<file path="src/rtl/alu_exec_pkg.sv">
// Shared opcode encodings and stage states for the handshaked ALU execution stage.
package alu_exec_pkg;

  localparam logic [3:0] OP_ADD  = 4'd0;
  localparam logic [3:0] OP_SUB  = 4'd1;
  localparam logic [3:0] OP_MUL  = 4'd2;
  localparam logic [3:0] OP_DIV  = 4'd3;
  localparam logic [3:0] OP_MOD  = 4'd4;
  localparam logic [3:0] OP_AND  = 4'd5;
  localparam logic [3:0] OP_OR   = 4'd6;
  localparam logic [3:0] OP_XOR  = 4'd7;
  localparam logic [3:0] OP_XNOR = 4'd8;
  localparam logic [3:0] OP_NOT  = 4'd9;
  localparam logic [3:0] OP_SHR  = 4'd10;
  localparam logic [3:0] OP_SHL  = 4'd11;
  localparam logic [3:0] OP_RAND = 4'd12;
  localparam logic [3:0] OP_ROR  = 4'd13;
  localparam logic [3:0] OP_RXOR = 4'd14;
  localparam logic [3:0] OP_EQ   = 4'd15;

  typedef enum logic [1:0] {
    S_IDLE = 2'd0,
    S_BUSY = 2'd1,
    S_DONE = 2'd2
  } state_e;

  function automatic logic is_div_op(input logic [3:0] op);
    return (op == OP_DIV) || (op == OP_MOD);
  endfunction

endpackage

</file>
<file path="src/rtl/alu_serial_div.sv">
// Iterative restoring divider: one quotient bit per cycle, WIDTH steps after start.
module alu_serial_div #(
  parameter int WIDTH = 4
) (
  input  logic             clk,
  input  logic             rst_n,
  input  logic             start,
  input  logic [WIDTH-1:0] a,
  input  logic [WIDTH-1:0] b,
  output logic             busy,
  output logic             done,
  output logic [WIDTH-1:0] quo,
  output logic [WIDTH-1:0] rem
);

  localparam int CW = $clog2(WIDTH + 1);

  logic [CW-1:0]    cnt_q, cnt_d;
  logic [WIDTH-1:0] quo_q, quo_d;
  logic [WIDTH-1:0] rem_q, rem_d;
  logic [WIDTH-1:0] div_q, div_d;
  logic [WIDTH:0]   rem_sh;
  logic [WIDTH:0]   diff;
  logic [WIDTH-1:0] step_quo;
  logic [WIDTH-1:0] step_rem;

  // quo_q doubles as the dividend shift register; its MSB feeds the partial remainder.
  always_comb begin
    rem_sh   = {rem_q, quo_q[WIDTH-1]};
    diff     = rem_sh - {1'b0, div_q};
    step_rem = diff[WIDTH] ? rem_sh[WIDTH-1:0] : diff[WIDTH-1:0];
    step_quo = {quo_q[WIDTH-2:0], ~diff[WIDTH]};
  end

  always_comb begin
    cnt_d = cnt_q;
    quo_d = quo_q;
    rem_d = rem_q;
    div_d = div_q;
    if (start) begin
      cnt_d = CW'(WIDTH);
      quo_d = a;
      rem_d = '0;
      div_d = b;
    end else if (busy) begin
      cnt_d = cnt_q - CW'(1);
      quo_d = step_quo;
      rem_d = step_rem;
    end
  end

  always_ff @(posedge clk or negedge rst_n) begin
    if (!rst_n) begin
      cnt_q <= '0;
      quo_q <= '0;
      rem_q <= '0;
      div_q <= '0;
    end else begin
      cnt_q <= cnt_d;
      quo_q <= quo_d;
      rem_q <= rem_d;
      div_q <= div_d;
    end
  end

  // Final results are presented combinationally during the last step so the
  // stage can capture them on the same edge the divider finishes.
  assign busy = (cnt_q != '0);
  assign done = (cnt_q == CW'(1));
  assign quo  = step_quo;
  assign rem  = step_rem;

endmodule

</file>
<file path="src/rtl/alu_exec_stage.sv">
// Registered valid/ready execution stage: single-cycle ALU ops plus a serial DIV/MOD path.
module alu_exec_stage
  import alu_exec_pkg::*;
#(
  parameter int WIDTH = 4,
  parameter int SHW   = $clog2(WIDTH)
) (
  input  logic             clk,
  input  logic             rst_n,
  input  logic             in_valid,
  output logic             in_ready,
  input  logic [3:0]       in_op,
  input  logic [WIDTH-1:0] in_a,
  input  logic [WIDTH-1:0] in_b,
  output logic             out_valid,
  input  logic             out_ready,
  output logic [WIDTH-1:0] out_res,
  output logic             out_carry,
  output logic             out_zero,
  output logic             out_dz
);

  state_e           state_q, state_d;
  logic             out_valid_q, out_valid_d;
  logic [WIDTH-1:0] res_q, res_d;
  logic             carry_q, carry_d;
  logic             zero_q, zero_d;
  logic             dz_q, dz_d;
  logic             is_mod_q, is_mod_d;

  logic             accept;
  logic             div_start;
  logic             div_busy;
  logic             div_done;
  logic [WIDTH-1:0] div_quo;
  logic [WIDTH-1:0] div_rem;

  logic [WIDTH:0]     sum;
  logic [WIDTH:0]     dif;
  logic [2*WIDTH-1:0] prod;
  logic [WIDTH-1:0]   alu_res;
  logic               alu_carry;
  logic               alu_dz;
  logic [WIDTH-1:0]   div_res;

  assign in_ready  = ((state_q == S_IDLE) | ((state_q == S_DONE) & out_ready)) & ~div_busy;
  assign accept    = in_valid & in_ready;
  assign div_start = accept & is_div_op(in_op) & (in_b != '0);

  alu_serial_div #(.WIDTH(WIDTH)) u_div (
    .clk   (clk),
    .rst_n (rst_n),
    .start (div_start),
    .a     (in_a),
    .b     (in_b),
    .busy  (div_busy),
    .done  (div_done),
    .quo   (div_quo),
    .rem   (div_rem)
  );

  // Only DIV/MOD by zero reach this mux; nonzero divisors take the serial path.
  always_comb begin
    sum       = {1'b0, in_a} + {1'b0, in_b};
    dif       = {1'b0, in_a} - {1'b0, in_b};
    prod      = {{WIDTH{1'b0}}, in_a} * {{WIDTH{1'b0}}, in_b};
    alu_res   = '0;
    alu_carry = 1'b0;
    alu_dz    = 1'b0;
    case (in_op)
      OP_ADD:  begin alu_res = sum[WIDTH-1:0]; alu_carry = sum[WIDTH]; end
      OP_SUB:  begin alu_res = dif[WIDTH-1:0]; alu_carry = dif[WIDTH]; end
      OP_MUL:  begin alu_res = prod[WIDTH-1:0]; alu_carry = |prod[2*WIDTH-1:WIDTH]; end
      OP_DIV:  begin alu_res = '1; alu_dz = 1'b1; end
      OP_MOD:  begin alu_res = in_a; alu_dz = 1'b1; end
      OP_AND:  alu_res = in_a & in_b;
      OP_OR:   alu_res = in_a | in_b;
      OP_XOR:  alu_res = in_a ^ in_b;
      OP_XNOR: alu_res = ~(in_a ^ in_b);
      OP_NOT:  alu_res = ~in_a;
      OP_SHR:  alu_res = in_a >> in_b[SHW-1:0];
      OP_SHL:  alu_res = in_a << in_b[SHW-1:0];
      OP_RAND: alu_res = {{(WIDTH-1){1'b0}}, &in_b};
      OP_ROR:  alu_res = {{(WIDTH-1){1'b0}}, |in_b};
      OP_RXOR: alu_res = {{(WIDTH-1){1'b0}}, ^in_b};
      OP_EQ:   alu_res = {{(WIDTH-1){1'b0}}, in_a == in_b};
      default: alu_res = '0;
    endcase
  end

  always_comb begin
    state_d     = state_q;
    out_valid_d = out_valid_q;
    res_d       = res_q;
    carry_d     = carry_q;
    zero_d      = zero_q;
    dz_d        = dz_q;
    is_mod_d    = is_mod_q;
    div_res     = is_mod_q ? div_rem : div_quo;
    case (state_q)
      S_BUSY: begin
        if (div_done) begin
          res_d       = div_res;
          carry_d     = 1'b0;
          zero_d      = (div_res == '0);
          dz_d        = 1'b0;
          out_valid_d = 1'b1;
          state_d     = S_DONE;
        end
      end
      default: begin
        if (div_start) begin
          is_mod_d    = (in_op == OP_MOD);
          out_valid_d = 1'b0;
          state_d     = S_BUSY;
        end else if (accept) begin
          res_d       = alu_res;
          carry_d     = alu_carry;
          zero_d      = (alu_res == '0);
          dz_d        = alu_dz;
          out_valid_d = 1'b1;
          state_d     = S_DONE;
        end else if ((state_q == S_DONE) && out_ready) begin
          out_valid_d = 1'b0;
          state_d     = S_IDLE;
        end
      end
    endcase
  end

  always_ff @(posedge clk or negedge rst_n) begin
    if (!rst_n) begin
      state_q     <= S_IDLE;
      out_valid_q <= 1'b0;
      res_q       <= '0;
      carry_q     <= 1'b0;
      zero_q      <= 1'b0;
      dz_q        <= 1'b0;
      is_mod_q    <= 1'b0;
    end else begin
      state_q     <= state_d;
      out_valid_q <= out_valid_d;
      res_q       <= res_d;
      carry_q     <= carry_d;
      zero_q      <= zero_d;
      dz_q        <= dz_d;
      is_mod_q    <= is_mod_d;
    end
  end

  assign out_valid = out_valid_q;
  assign out_res   = res_q;
  assign out_carry = carry_q;
  assign out_zero  = zero_q;
  assign out_dz    = dz_q;

endmodule
</file>
<file path="config.mk">
export PLATFORM = sky130hd
export DESIGN_NAME = alu_exec_stage
export DESIGN_NICKNAME = d
export VERILOG_FILES = /design/src/rtl/alu_exec_pkg.sv /design/src/rtl/alu_serial_div.sv /design/src/rtl/alu_exec_stage.sv
export SDC_FILE = /design/constraint.sdc
export NUM_CORES = 1
export LEC_CHECK = 0
export ABC_AREA = 1
export CAP_MARGIN = 20
export CORE_MARGIN = 10
export CORE_UTILIZATION = 50
export DETAILED_ROUTE_END_ITERATION = 10
export PLACE_DENSITY_LB_ADDON = 0.15
export SYNTH_ARGS = -nofsm -noshare
export SYNTH_HDL_FRONTEND = slang
export SYNTH_HIERARCHICAL = 1
export SYNTH_SLANG_ARGS = --single-unit
</file>
<file path="constraint.sdc">
create_clock -name clk -period 5.2 [get_ports clk]
set_input_delay 1.3 -clock clk [delete_from_list [all_inputs] [get_ports clk]]
set_output_delay 1.3 -clock clk [all_outputs]
set_load 0.01 [all_outputs]
</file>
==> metrics.txt <==
1st-iter DRT viols=between 150 and 200; crit start category=primary input; largest net degree at the start of global routing=26; post-route cell area=3430 sq um; Gate Count Post-Synth=449; Post-CTS Setup Bufs=0; Starting Density=0.514; RSZ-0062 raised after global routing=false; Resized Gates After CTS=0; GRT Residual Overflow=0; Die W=98.0 um; FMAX=~230 MHz; CP max FO=9; async set-or-reset flop fraction in the synthesized netlist=1.00; netlist area before placement=3040 sq um; Area Overhead vs Synth=12.7%; DR pass1 iterations=4; std cell rows=28; filler cell count=598; Residual DRC=0; Tcrit/Tclk final=0.823; Max Slew Vio Count=0; CP Capture Type=flip-flop; Total GRT Usage=0.152; syn_area_per_cell=6.78 sq um; Placed Instance Area=around 3400 sq um; total core area=about 5900 sq um; status=complete, no violations; CTS Buffer Depth=2; pwr dens=between 400 and 500 nW/um^2; CTS tree=done; # IOs=25; H-tree levels=1; Die Span Y=around 100 um; Main synth FF type=dfrtp_1; initial antenna violation count=0; vias in the first global route=between 2000 and 3000; WP buf/inv=2; Worst slew margin=0.530; share of layout cells above drive strength 1=0.0798; Clock Skew=1.78 ps; hold crit path type=flip-flop to flip-flop; total die area=a little under 10000 sq um; Worst Path Arrival=4440 ps; Vias/cell=5.26; final wirelength=7680 um; GP Congestion=0.913; setup_tns=0 ps; CP max stage cell=clkdlybuf4s50_1; Leakage=1.91 nW; Clk pin slew, worst setup/hold paths=about 90 ps; via count=2900; worst-margin pin slew=702 ps; Final setup viols=0; Post-synth EDFFs=0; VDD IR max=between 0.3 and 0.4 mV; worst skew pair latency=around 260 ps; worst path cell trace=clkdlybuf4s50_1 > nand2_1 > fa_1 > inv_1 > fa_1 > fa_1 > xor2_1 > nor4_1 > nand3_1 > nand2_1 > nand3_1 > nand3_1 > nand2_1; Required @ worst endpoint=5360 ps; antenna-violating nets left=0; Yosys warning count=6; Root Buffer Master=clkbuf_8; register area share after synthesis=0.206; DP HPWL=6370 um; CP Class=primary input to flip-flop; Netlist cell types=48; CP peak stage delay=690 ps; WL/cell=13.9 um; minimum clock period=4280 ps; max-capacitance violation count=0; Nets=536; CTS buffer count=3; CTS sink cnt=25; PortBufs=24; Mapped Nets=508; hold_buf cts=0; CP top delay family=adder cells; first-pass GRT wire length=12500 um; #FFs+latches synth=25; Final Hold Viols=0; number of diodes=0
-- power breakdown --
group,switching (W),internal (W)
Sequential,0.0000667,0.000293
Clock,0.0000596,0.0000541
Combinational,0.000565,0.000391
Total,0.000691,0.000738
-- through the flow --
stage / hold slack (ps) / power (W) / utilization / worst slack [ps] / cells
6_report: 482 / 0.00143 / 0.579 / 921 / 551
4_1_cts: 492 / 0.00144 / 0.579 / 964 / 551
3_5_place_dp: 469 / 0.00132 / 0.571 / 692 / 547
3_3_place_gp: 465 / 0.00130 / 0.571 / 780 / 547
2_1_floorplan: 446 / 0.00108 / - / 1380 / 449
5_1_grt: 526 / 0.00158 / 0.579 / 766 / 551
-- flip-flops by register name, indices dropped and copies added, names as in the netlist --
name,count
u_div/div_q,4
u_div/cnt_q,3
u_div/rem_q,4
is_mod_q,1
state_q,2
out_res,4
out_dz,1
out_zero,1
out_carry,1
u_div/quo_q,4
-- tightest hold or removal path: cells and delay by family (launching register included) --
kind             cells  cell delay, ps
flip-flops           1             350
AND/OR/NAND/NOR      2             110
-- metal layers --
metal / vias up / track usage / share of wire
met4: 0 / 0.0548 / 0.022
li1: 1477 / - / -
met3: 12 / 0.0120 / 0.055
met5: - / 0 / 0
met1: 1318 / 0.199 / 0.46
met2: 93 / 0.252 / 0.47
-- cells in the mapped netlist, drive strengths merged (2+ instances only) --
master,count,area [sq um]
o21ai,16,91.3
inv,74,280
dfrtp,25,626
nand3b,7,65.1
fa,7,140
buf,4,27.5
nand2,135,559
ha,36,450
and2,3,18.8
o221ai,2,17.5
nor2,49,234
or2,4,27.5
o211ai,2,15.0
nand3,49,245
a21oi,8,43.8
clkbuf,2,7.51
xor2,2,17.5
nand4,4,31.3
nor3,4,31.3
nor4,2,12.5
mux2i,2,20.0
clkinv,2,8.75
-- cell families (layout without fill, tap and decap cells) --
logic type	after synthesis	after routing	share of synthesized area
compound gates	35	35	0.0719
xor+xnor	3	3	0.00863
fa+ha+maj	43	43	0.194
buf+inv	82	109	0.106
flops	25	25	0.206
mux	2	2	0.00658
simple gates	259	259	0.407
-- cell usage in the layout (no fill, tap or decap), drive strengths merged, types with 7 or more instances in the layout --
cell type,n
dfrtp,25
clkdlybuf4s50,24
nand3,49
a21oi,8
inv,74
ha,36
nor2,49
o21ai,16
fa,7
nand2,135
nand3b,7
-- final timing paths --
check	start	to	slack, ps	depth (start not counted)
setup / recovery	in_a[2]	out_carry$_DFFE_PN0P_	920	13
max in group asynchronous	rst_n	out_carry$_DFFE_PN0P_	3560	2
setup reg to reg	u_div/cnt_q[0]$_DFFE_PN0P_	u_div/quo_q[0]$_DFFE_PN0P_	2690	14
min in group asynchronous	rst_n	u_div/rem_q[1]$_DFFE_PN0P_	1390	2
hold reg to reg	u_div/div_q[0]$_DFFE_PN0P_	u_div/div_q[0]$_DFFE_PN0P_	480	2
hold / removal	u_div/div_q[0]$_DFFE_PN0P_	u_div/div_q[0]$_DFFE_PN0P_	480	2
-- area by class of cell --
type	count	area, sq um	share of cell area
sequential	25	626	0.182
clock inverter	1	7.51	0.00219
timing repair buffer	29	278	0.0810
tap	75	93.8	0.0274
inverter	76	289	0.0843
clock buffer	3	41.3	0.0120
multi-input combinational	342	2090	0.611
Note: power is estimated with default switching activity, not from simulation.
